**src/rtl/m8b_32.sv**
```systemverilog
// Byte-to-word deframer: packs four MSB-first valid bytes into a 32-bit word, pulsing valid_8_32 on completion.
// Latency 1 clk_4f edge after byte 3; no backpressure: a valid_8 gap abandons the partial word with err_partial.
module m8b_32 #(
   parameter int CNT_W = 8
) (
   input  logic             clk_4f,
   input  logic             reset,
   input  logic [7:0]       data_8,
   input  logic             valid_8,
   output logic [31:0]      data_8_32,
   output logic             valid_8_32,
   output logic             err_partial,
   output logic [CNT_W-1:0] word_cnt
);

   typedef enum logic [1:0] {IDLE, B1, B2, B3} state_t;

   state_t           state_q, state_d;
   logic [31:0]      shift_q, shift_d;
   logic [31:0]      data_q, data_d;
   logic             vld_q, vld_d;
   logic             err_q, err_d;
   logic [CNT_W-1:0] cnt_q, cnt_d;

   always_comb begin
      state_d = state_q;
      shift_d = shift_q;
      data_d  = data_q;
      cnt_d   = cnt_q;
      vld_d   = 1'b0;
      err_d   = 1'b0;
      case (state_q)
         IDLE: begin
            if (valid_8) begin
               shift_d[31:24] = data_8;
               state_d        = B1;
            end
         end
         B1: begin
            if (valid_8) begin
               shift_d[23:16] = data_8;
               state_d        = B2;
            end else begin
               err_d   = 1'b1;
               state_d = IDLE;
            end
         end
         B2: begin
            if (valid_8) begin
               shift_d[15:8] = data_8;
               state_d       = B3;
            end else begin
               err_d   = 1'b1;
               state_d = IDLE;
            end
         end
         B3: begin
            // Final byte bypasses the shift register so the word lands on this edge.
            if (valid_8) begin
               data_d  = {shift_q[31:8], data_8};
               vld_d   = 1'b1;
               cnt_d   = cnt_q + CNT_W'(1);
               state_d = IDLE;
            end else begin
               err_d   = 1'b1;
               state_d = IDLE;
            end
         end
         default: state_d = IDLE;
      endcase
   end

   always_ff @(posedge clk_4f or negedge reset) begin
      if (!reset) begin
         state_q <= IDLE;
         shift_q <= 32'h0;
         data_q  <= 32'h0;
         vld_q   <= 1'b0;
         err_q   <= 1'b0;
         cnt_q   <= '0;
      end else begin
         state_q <= state_d;
         shift_q <= shift_d;
         data_q  <= data_d;
         vld_q   <= vld_d;
         err_q   <= err_d;
         cnt_q   <= cnt_d;
      end
   end

   assign data_8_32   = data_q;
   assign valid_8_32  = vld_q;
   assign err_partial = err_q;
   assign word_cnt    = cnt_q;

endmodule
```
**config.mk**
```make
export PLATFORM = sky130hd
export DESIGN_NAME = m8b_32
export DESIGN_NICKNAME = d
export VERILOG_FILES = /design/src/rtl/m8b_32.sv
export SDC_FILE = /design/constraint.sdc
export NUM_CORES = 1
export LEC_CHECK = 0
export ABC_AREA = 1
export ABC_CLOCK_PERIOD_IN_PS = 1600
export BUFFER_PORTS_ARGS = -buffer_cell sky130_fd_sc_hd__buf_2
export CORE_ASPECT_RATIO = 0.5
export CORE_MARGIN = 2
export CORE_UTILIZATION = 40
export CTS_BUF_LIST = sky130_fd_sc_hd__clkbuf_8
export CTS_CLUSTER_DIAMETER = 200
export DETAILED_ROUTE_END_ITERATION = 8
export HOLD_SLACK_MARGIN = 0.12
export PLACE_DENSITY = 0.72
export SLEW_MARGIN = 20
export SYNTH_ARGS = -nofsm -noshare
export SYNTH_HDL_FRONTEND = slang
export SYNTH_SLANG_ARGS = --single-unit
export TNS_END_PERCENT = 20
```
**constraint.sdc**
```tcl
create_clock -name clk_4f -period 1.6 [get_ports clk_4f]
set_clock_uncertainty 0.15 [all_clocks]
set_input_delay 0.32 -clock clk_4f [delete_from_list [all_inputs] [get_ports clk_4f]]
set_output_delay 0.32 -clock clk_4f [all_outputs]
set_load 0.1 [all_outputs]
```
==> out/results.ini <==
[sta]
setup_ws_ns=0.0923
finalCritPeriodShare_pct=94.2
maxSlewViolCount=0
grt_setup_unrepaired=no
finalCriticalPeriod_ns=1.51
clock.fmax_mhz=663
whs_ns=0.163
finalHoldViolCount=0
final-setup-viol-count=0
slew_headroom_pct=69.5
tightest_slew_ns=0.457

[worst_setup_path]
crit_path_start_kind=flop
path_cells=buf_12
crit_required_ns=1.13
path_depth=1
slowest_stage=dfrtp_4
ff2ff_path_depth=5
cp.buffers_inverters=1
crit_fanout=5
cpPeakStageDelay_ns=0.52
cp-end-kind=output port
cp_top_family=flip-flops
crit_type=reg -> out
arrival_ns=1.04

[route]
routed-wl-met2_um=2830
vias=1994
drtIter0Drc=137
top_layer=met4
wl_met1_um=2430
wirelength_um=5580
wl_met3_um=236
routedWlPerCell_um=13.1
drc=0
viasPerCell=4.67
postRouteAntennaNets=0
drt_pass1_iterations=4

[global_route]
gr-usage-all-layers_pct=17.4
grt_max_degree=69
grt_pass1_vias=1965
antenna_found_initial=0
grt_pass1_wl_um=9400
grt-ovfl-total=0

[final_layout]
drive_above_1_share_pct=24.5
fillers=544
final_cells=427
antenna_cells=0
final_cell_mix=122 x nand2_1, 61 x dfrtp_1, 32 x o21ai_0
final_common_cell=nand2_1
layout-area-overhead-vs-synth_pct=33.0
num-nets-final=347

[logic_synthesis]
ys_warn_count=0
yosysSeqAreaShare_pct=65.4
synth_edf_count=0
synthFlopType=dfrtp_1
async_flop_share_pct=100
ys_types=16
ys_seq_elements=68
syn_nets=288
syn_avg_cell_area_sq_um=9.43
syn_inst=276
syn_area_sq_um=2600

[die]
die_area_sq_um=7210
fp.coreArea_sq_um=6180
ioPinCount=53
die_w_um=118
initial_core_util_pct=42.1
die_h_um=61.0
num_rows=20

[worst_hold_path]
hold_class=in -> reg
holdPathStages=3

[cts]
root_buffer=clkbuf_8
cts_made_buffers=9
cts_tree=done
insertion_delay_ns=0.34
cts.path.max_buffers=2
clk_pin_slew_ns=0.07
post_cts_buffers=0
htree_num_levels=3
clock_sink_count=68

[pwr]
p_comb_share_pct=46.5
ir_drop_v=0.000946
p_switching_uw=3700
power_frac_seq_pct=32.9
swShare_pct=48.5
clkPwrFrac_pct=20.6
p_int_uw=3940
p_leak_uw=0.00181
power_density_nw_per_um2=2210

[flow_run]
maxCapViolCount=0

[outcome]
outcome=completed

[place]
placed_cells=410
port_buffers=52
pre_cts_ws_ns=0.117
dp_hpwl_um=3750
gp_congestion=0.765

==> power by group through the flow <==
stage	Sequential, uW	Clock [uW]	Combinational (uW)
final	2510	1570	3550
after global routing	2570	1700	3710
after CTS	2510	1610	3530
after detailed placement	2530	0	3440
after global placement	2510	0	3390
after floorplan	4700	0	415
==> tightest hold or removal path, cell delays in order <==
cell and delay (ns):
buf_2 0.07, inv_1 0.06, o21ai_0 0.15
==> stage by stage <==
stage | setup TNS (ns) | power, uW | area [sq um] | util (%)
finish | 0 | 7640 | 3460 | 56.0
detailed placement | 0 | 5970 | 3130 | 50.7
global route | 0 | 7980 | 3460 | 56.0
global placement | 0 | 5910 | 3130 | 50.7
floorplan | -0.0128 | 5110 | 2610 | -
CTS | 0 | 7650 | 3430 | 55.4
==> cells in the mapped netlist (2+ instances only) <==
| cell | number | area, sq um |
|---|---|---|
| nand2_1 | 123 | 462 |
| dfrtp_1 | 68 | 1700 |
| o21ai_0 | 32 | 160 |
| inv_1 | 18 | 67.6 |
| nor2_1 | 9 | 33.8 |
| nand3_1 | 7 | 35.0 |
| buf_2 | 6 | 30.0 |
| xor2_1 | 4 | 35.0 |
| buf_4 | 2 | 15.0 |
==> path summary, 6_finish.rpt <==
| kind | slack (ns) | to | startpoint |
|---|---|---|---|
| max in group asynchronous | 0.59 | word_cnt[1] | reset |
| setup / recovery | 0.09 | word_cnt[1] | word_cnt[1] |
| hold reg to reg | 0.32 | data_8_32[11] | shift_q[11] |
| min in group asynchronous | 0.38 | data_8_32[4] | reset |
| setup reg to reg | 0.17 | shift_q[9] | state_q[1] |
| hold / removal | 0.16 | shift_q[17] | data_8[1] |
==> flip-flops by register name, indices dropped and copies added, names as in the netlist <==
register,count
data_8_32,32
shift_q,24
word_cnt,8
state_q,2
err_partial,1
valid_8_32,1
==> repair_timing <==
item,CTS,global route
gates cloned,0,0
resized for setup,20,13
hold buffers,2,0
pin swaps,0,0
hold endpoints to repair,70,0
setup endpoints to repair,20,20
==> final cells by class <==
cell class | instances | area [sq um] | share of cell area (%)
Multi-Input combinational cell | 180 | 781 | 22.6
Clock buffer | 11 | 151 | 4.37
Timing Repair Buffer | 58 | 566 | 16.3
Tap cell | 88 | 110 | 3.18
Sequential cell | 68 | 1710 | 49.5
Clock inverter | 4 | 72.6 | 2.10
Inverter | 18 | 67.6 | 1.95
==> per-layer routing <==
metal / global-route usage (%) / vias to the layer above
li1: - / 974
met1: 20.7 / 975
met2: 29.6 / 37
met3: 6.11 / 8
met4: 8.61 / 0
met5: 0 / -
==> cell families (layout without fill, tap and decap cells) <==
logic type / after synthesis / in the layout / share of synthesized area [%]
AO/OA/AOI/OAI: 32 / 32 / 6.15
XOR/XNOR: 4 / 4 / 1.35
adder cells (fa/ha/maj): 1 / 1 / 0.481
buffers and inverters: 28 / 91 / 4.90
flip-flops: 68 / 68 / 65.4
AND/OR/NAND/NOR: 143 / 143 / 21.7
No activity file was read; power rests on OpenSTA's default activity.
